$ cat src/rtl/alu_mac_sequencer_if.sv
// Bus bundle between the ALU control path and the shift-add MAC sequencer.
// The master side (upstream pipeline) drives the request and operands; the
// slave side (sequencer) returns the result and the flow-control flags.
interface alu_mac_sequencer_if #(
    parameter int WIDTH = 32
) ();
    logic             Start;
    logic [3:0]       ALUOperation;
    logic [WIDTH-1:0] A;
    logic [WIDTH-1:0] B;
    logic [WIDTH-1:0] C;
    logic [WIDTH-1:0] Result;
    logic             Busy;
    logic             Done;
    logic             Stall;

    modport master (
        output Start, ALUOperation, A, B, C,
        input  Result, Busy, Done, Stall
    );

    modport slave (
        input  Start, ALUOperation, A, B, C,
        output Result, Busy, Done, Stall
    );
endinterface

$ cat src/rtl/alu_mac_sequencer.sv
// Multi-cycle multiply-accumulate unit: Result = (A*B + C) mod 2^WIDTH,
// computed by one shift-add step per cycle. Latency is fixed at WIDTH+2
// cycles from accept to the Done pulse regardless of operand values.
module alu_mac_sequencer #(
    parameter int         WIDTH  = 32,
    parameter logic [3:0] MAC_OP = 4'b1010
) (
    input  logic                clk,
    input  logic                reset,
    alu_mac_sequencer_if.slave  bus
);

    localparam int                 CNT_W    = (WIDTH > 1) ? $clog2(WIDTH) : 1;
    localparam logic [CNT_W-1:0]   CNT_LAST = CNT_W'(WIDTH - 1);

    typedef enum logic [1:0] {
        IDLE = 2'b00,
        RUN  = 2'b01,
        DONE = 2'b10
    } state_t;

    state_t             state_q,  state_d;
    logic [WIDTH-1:0]   mcand_q,  mcand_d;
    logic [WIDTH-1:0]   mplier_q, mplier_d;
    logic [WIDTH-1:0]   acc_q,    acc_d;
    logic [WIDTH-1:0]   result_q, result_d;
    logic [CNT_W-1:0]   cnt_q,    cnt_d;
    logic               busy_q,   busy_d;
    logic               done_q,   done_d;
    logic               accept_s;
    logic               stall_s;

    // Accept a new MAC request only from IDLE, and never while reset is held.
    always_comb begin
        accept_s = 1'b0;
        if ((reset == 1'b1) && (state_q == IDLE) && (bus.Start == 1'b1) &&
            (bus.ALUOperation == MAC_OP)) begin
            accept_s = 1'b1;
        end else begin
            accept_s = 1'b0;
        end
    end

    // Hold the upstream pipeline from the accept cycle until the last RUN step.
    always_comb begin
        stall_s = accept_s | (state_q == RUN);
    end

    // Next-state and datapath: latch operands, run WIDTH shift-add steps, publish.
    always_comb begin
        state_d  = state_q;
        mcand_d  = mcand_q;
        mplier_d = mplier_q;
        acc_d    = acc_q;
        result_d = result_q;
        cnt_d    = cnt_q;
        done_d   = 1'b0;
        busy_d   = 1'b0;

        case (state_q)
            IDLE: begin
                if (accept_s == 1'b1) begin
                    mcand_d  = bus.A;
                    mplier_d = bus.B;
                    acc_d    = bus.C;
                    cnt_d    = {CNT_W{1'b0}};
                    state_d  = RUN;
                end else begin
                    state_d  = IDLE;
                end
            end

            RUN: begin
                // Carries beyond the top bit fall off: the sum wraps mod 2^WIDTH.
                if (mplier_q[0] == 1'b1) begin
                    acc_d = acc_q + mcand_q;
                end else begin
                    acc_d = acc_q;
                end
                mcand_d  = mcand_q << 1;
                mplier_d = mplier_q >> 1;
                cnt_d    = cnt_q + CNT_W'(1);
                // No early exit on a zero multiplier: latency stays fixed.
                if (cnt_q == CNT_LAST) begin
                    state_d = DONE;
                end else begin
                    state_d = RUN;
                end
            end

            DONE: begin
                result_d = acc_q;
                done_d   = 1'b1;
                state_d  = IDLE;
            end

            default: begin
                state_d = IDLE;
            end
        endcase

        if (state_d != IDLE) begin
            busy_d = 1'b1;
        end else begin
            busy_d = 1'b0;
        end
    end

    // State, datapath and output registers; reset clears everything at once.
    always_ff @(posedge clk or negedge reset) begin
        if (!reset) begin
            state_q  <= IDLE;
            mcand_q  <= {WIDTH{1'b0}};
            mplier_q <= {WIDTH{1'b0}};
            acc_q    <= {WIDTH{1'b0}};
            result_q <= {WIDTH{1'b0}};
            cnt_q    <= {CNT_W{1'b0}};
            busy_q   <= 1'b0;
            done_q   <= 1'b0;
        end else begin
            state_q  <= state_d;
            mcand_q  <= mcand_d;
            mplier_q <= mplier_d;
            acc_q    <= acc_d;
            result_q <= result_d;
            cnt_q    <= cnt_d;
            busy_q   <= busy_d;
            done_q   <= done_d;
        end
    end

    assign bus.Result = result_q;
    assign bus.Busy   = busy_q;
    assign bus.Done   = done_q;
    assign bus.Stall  = stall_s;

endmodule
$ cat src/flat_wrapper.sv
// flat-port wrapper written by rule: the top's interface ports become plain ports
module alu_mac_sequencer_flat 
#(
    parameter int         WIDTH  = 32,
    parameter logic [3:0] MAC_OP = 4'b1010
)
  (clk, reset, bus_Start, bus_ALUOperation, bus_A, bus_B, bus_C, bus_Result, bus_Busy, bus_Done, bus_Stall);
  alu_mac_sequencer_if #(.WIDTH(WIDTH)) bus_i ();
  input  logic clk;
  input  logic reset;
  input wire logic [$bits(bus_i.Start)-1:0] bus_Start;
  input wire logic [$bits(bus_i.ALUOperation)-1:0] bus_ALUOperation;
  input wire logic [$bits(bus_i.A)-1:0] bus_A;
  input wire logic [$bits(bus_i.B)-1:0] bus_B;
  input wire logic [$bits(bus_i.C)-1:0] bus_C;
  output wire logic [$bits(bus_i.Result)-1:0] bus_Result;
  output wire logic [$bits(bus_i.Busy)-1:0] bus_Busy;
  output wire logic [$bits(bus_i.Done)-1:0] bus_Done;
  output wire logic [$bits(bus_i.Stall)-1:0] bus_Stall;
  assign bus_i.Start = bus_Start;
  assign bus_i.ALUOperation = bus_ALUOperation;
  assign bus_i.A = bus_A;
  assign bus_i.B = bus_B;
  assign bus_i.C = bus_C;
  assign bus_Result = bus_i.Result;
  assign bus_Busy = bus_i.Busy;
  assign bus_Done = bus_i.Done;
  assign bus_Stall = bus_i.Stall;
  alu_mac_sequencer #(.WIDTH(WIDTH), .MAC_OP(MAC_OP)) u_core (.clk(clk), .reset(reset), .bus(bus_i));
endmodule
$ cat config.mk
export PLATFORM = sky130hd
export DESIGN_NAME = alu_mac_sequencer_flat
export DESIGN_NICKNAME = d
export VERILOG_FILES = /design/src/rtl/alu_mac_sequencer_if.sv /design/src/rtl/alu_mac_sequencer.sv /design/src/flat_wrapper.sv
export SDC_FILE = /design/constraint.sdc
export NUM_CORES = 1
export LEC_CHECK = 0
export ABC_AREA = 0
export BUFFER_PORTS_ARGS = -buffer_cell sky130_fd_sc_hd__buf_2
export CORE_ASPECT_RATIO = 0.8
export CORE_MARGIN = 4
export CORE_UTILIZATION = 44
export DETAILED_ROUTE_END_ITERATION = 8
export GPL_TIMING_DRIVEN = 1
export PLACE_DENSITY_LB_ADDON = 0.3
export SLEW_MARGIN = 20
export SYNTH_ARGS = -nofsm -noshare
export SYNTH_HDL_FRONTEND = slang
export SYNTH_SLANG_ARGS = --single-unit
$ cat constraint.sdc
create_clock -name clk -period 3.2 [get_ports clk]
set_clock_uncertainty 0.2 [all_clocks]
set_input_delay 0.96 -clock clk [delete_from_list [all_inputs] [get_ports clk]]
set_output_delay 0.96 -clock clk [all_outputs]
set_load 0.005 [all_outputs]
# Yosys cells after proc, flatten, opt, wreduce, memory -nomap -nowiden
# Index checks and enable logic that the tools add are counted.
# word_totals
input_bits,103
output_inout_bits,35
register_bits,137
# op_classes
muxes,15
n_eq_ne,6
bitwise,1
reduce_logical,8
add_sub_neg,2
# ops
op,n
$pmux W32 S2,3
$mux W32,4
$add A32 B32 Y32,1
$pmux W5 S2,1
$add A5 B1 Y5 const B,1
$eq A5 B5 Y1 const B,1
$mux W5,1
$eq A4 B4 Y1 const B,1
$mux W1,4
$ne A2 B1 Y1 const B,2
$pmux W2 S2,1
$reduce_bool A2 Y1,2
$logic_and A1 B1 Y1,3
$reduce_and A3 Y1,1
$eq A2 B1 Y1 const B,1
$eq A2 B2 Y1 const B,1
$logic_not A2 Y1,1
$mux W2,1
$reduce_and A2 Y1,1
$or A1 B1 Y1,1

# Longest topological paths before layout
# logic_depth
word_depth,9
mapped_depth,10

# Worst setup path after synthesis
# OpenSTA, ideal clock, no wires.
# synth_timing
kind,input port to output port
start,input port bus_ALUOperation[0]
end,output port bus_Stall
t_required_ps,2040
stages,6
path_slack_ps,-30
arrival_ps,2070
cell_sequence,nor4bb_1 -> nand3_1 -> or3_1 -> clkbuf_1 -> buf_2 -> nand2_1
# synth_via
elab_chain_cells,4
# synth_rtl
element,line,rtl
start: declaration,flat_wrapper.sv:12,input wire logic [$bits(bus_i.ALUOperation)-1:0] bus_ALUOperation;
$eq A4 B4 Y1,alu_mac_sequencer.sv:37,(bus.ALUOperation == MAC_OP)) begin
$logic_and A1 B1 Y1,alu_mac_sequencer.sv:36,if ((reset == 1'b1) && (state_q == IDLE) && (bus.Start == 1'b1) &&
$mux W1,alu_mac_sequencer.sv:36,
$or A1 B1 Y1,alu_mac_sequencer.sv:46,stall_s = accept_s | (state_q == RUN);
end: declaration,flat_wrapper.sv:19,output wire logic [$bits(bus_i.Stall)-1:0] bus_Stall;
# Every way passes these cells.

# Worst setup path in the final report
# layout_timing
start,input port bus_ALUOperation[2]
end,output port bus_Stall
# Same word-level chain as after synthesis.

==> results.py <==
metrics = {
    "outcome": {
        "outcome": "finished clean",
    },
    "global_routing": {
        "grt_pass1_vias": 5916,
        "grt_max_degree": 138,
        "antenna_found_initial": 0,
        "grt_pass1_wl_mm": 30.46,
        "grt_usage": 0.1936,
        "grt-ovfl-total": 0,
    },
    "worst_setup_path": {
        "cp_max_fo": 3,
        "path_class": "in2out",
        "cp-start-kind": "input pin",
        "cp.required_ns": 2.04,
        "critPathArrivalTime_ns": 2.02,
        "worst_setup_path_end_kind": "primary output",
    },
    "cells_and_area": {
        "final_util": 0.5460,
        "multi_input_area_um2": 4040,
        "layout-drive-gt1-share": 0.2505,
        "final_nets": 1062,
        "most-common-layout-cells": "dfrtp_1 (137), buf_2 (133), nand2_1 (132)",
        "regArea_um2": 3428,
        "num-fill-cells": 1529,
        "antenna_cells": 0,
        "syn_to_final_growth_pct": 19.84,
        "final_area_um2": 9181,
        "layout_commonest_cell": "dfrtp_1",
    },
    "clocking": {
        "root_buffer": "clkbuf_16",
        "path_clk_slew_ns": 0.07,
        "cts_htree_levels": 4,
        "tritoncts": "done",
        "cts_hold_buf": 0,
        "ctsLongestPathBuffers": 2,
        "cts_inserted_buffers": 17,
        "cts.sinks": 137,
        "insertion_delay_ns": 0.43,
    },
    "logic_synthesis": {
        "ys_ff_latch": 137,
        "syn_area_um2": 7661,
        "yosysWarningCount": 0,
        "synth_edf_count": 0,
        "synthArstFlopShare": 1.000,
        "synth_ff_type": "dfrtp_1",
        "yosysSeqAreaShare": 0.4475,
        "synthCells": 805,
        "syn_area_per_cell_um2": 9.517,
        "syn_nets": 942,
        "synth.distinct_cells": 55,
    },
    "routing": {
        "drcViolationCount": 0,
        "wire_per_inst_um": 16.30,
        "first_pass_iters": 6,
        "routed_wl_mm": 18.87,
        "ant_nets": 0,
        "drt_iter0_markers": 508,
        "vias": 6243,
        "via_per_inst": 5.391,
    },
    "sta": {
        "finalHoldViolations": 0,
        "max_freq_mhz": 314.7,
        "finalSetupViolations": 0,
        "tightest_slew_ns": 0.9001,
        "slew_violations": 0,
        "min_period_over_period": 0.9932,
        "whs_ns": 0.2766,
        "rsz0062_at_grt": "true",
        "timing.setup.tns_ns": 0,
        "maxSlewHeadroom": 0.3999,
        "fin_crit_ns": 3.178,
    },
    "placement": {
        "dp_hpwl_mm": 13.08,
        "gp_congestion": 0.8085,
        "io_buffers": 137,
        "placed_cell_area_um2": 8584,
    },
    "power_and_ir_drop": {
        "irDropWorstVdd_uv": 424.3,
        "fin_total_pwr_uw": 7830,
        "p_leak_uw": 0.004810,
        "powerDensity_nw_per_um2": 852.8,
    },
    "floorplan": {
        "start_util": 0.4556,
        "dieArea_um2": 19600,
        "coreArea_um2": 16820,
        "die_y_um": 126.0,
        "fp.dieW_um": 155.5,
        "row_count": 42,
        "ios": 138,
    },
    "run": {
        "cap_violations": 0,
    },
    "hold_path": {
        "hold_class": "reg2reg",
    },
}
[final cells by class]
type / count / share of cell area
multi-input combinational: 610 / 0.4400
inverter: 7 / 0.002862
timing repair buffer: 152 / 0.09280
clock inverter: 15 / 0.01458
sequential: 137 / 0.3734
clock buffer: 17 / 0.04633
tap: 220 / 0.02998
[cells by family after synthesis]
family / Yosys count / share of synthesized area
AO/OA/AOI/OAI: 216 / 0.1681
XOR/XNOR: 23 / 0.02630
adder cells (fa/ha/maj): 34 / 0.05651
buffers and inverters: 58 / 0.03103
flip-flops: 137 / 0.4475
multiplexers: 101 / 0.1372
AND/OR/NAND/NOR: 236 / 0.1334
[stage by stage]
step | instances | worst slack (ns)
after floorplan | 805 | 0.02751
after global placement | 1127 | -0.2394
after detailed placement | 1127 | -0.2125
after CTS | 1158 | 0.007649
after global routing | 1158 | -0.05395
final | 1158 | 0.02186
[power by group]
part | switching [uW] | leakage (uW) | internal, uW
clock network | 872 | 0.000263 | 1020
registers | 431 | 0.00176 | 2240
logic | 1900 | 0.00279 | 1360
[flip-flops by register name, summed over array words and instances, names as in the netlist]
name               count
u_core.acc_q          32
u_core.bus.Result     32
u_core.mcand_q        32
u_core.mplier_q       32
u_core.cnt_q           5
u_core.state_q         2
u_core.bus.Busy        1
u_core.bus.Done        1
[final timing paths]
check | startpoint | end | slack [ns] | depth (start not counted)
setup reg to reg | u_core.mcand_q[0] | u_core.acc_q[16] | 0.40 | 9
setup / recovery | bus_ALUOperation[2] | bus_Stall | 0.02 | 6
min in group asynchronous | reset | u_core.acc_q[14] | 0.41 | 2
hold / removal | u_core.mplier_q[18] | u_core.mplier_q[17] | 0.28 | 2
max in group asynchronous | reset | u_core.acc_q[11] | 1.68 | 2
hold reg to reg | u_core.mplier_q[18] | u_core.mplier_q[17] | 0.28 | 2
[per-layer routing]
metal | vias to the layer above | routed length (um) | global-route usage
met1 | 2936 | 9283 | 0.2839
met5 | - | 0 | 0
met2 | 181 | 8222 | 0.2858
met4 | 0 | 274 | 0.05816
li1 | 3099 | - | -
met3 | 27 | 1090 | 0.04492
[worst max-delay path: stages]
cell	delay [ns]
buf_6	0.09
nor4bb_4	0.29
nand3_1	0.12
or3_4	0.37
nand2_4	0.09
buf_6	0.10
[cell usage after synthesis (9+ instances only)]
cell type  instances  area share
dfrtp_1          137        0.45
nand2_1          133       0.065
o21ai_0           95       0.062
mux2i_1           69       0.090
a21oi_1           55       0.036
nor2_1            48       0.024
clkbuf_1          36       0.018
ha_1              33       0.054
mux2_2            32       0.047
xnor2_1           14       0.016
a21o_1            13       0.013
a31oi_1           12      0.0098
and3_1            12      0.0098
buf_2             11      0.0072
nand3_1           11      0.0072
nor3_1             9      0.0059
xor2_1             9       0.010
[timing repair]
| action | in CTS | in global routing |
|---|---|---|
| pin swaps | 2 | 0 |
| resized for setup | 6 | 1 |
| hold endpoints to repair | 0 | 0 |
| setup endpoints to repair | 1 | 1 |
| setup buffers | 0 | 0 |
Note: power is estimated with default switching activity, not from simulation.
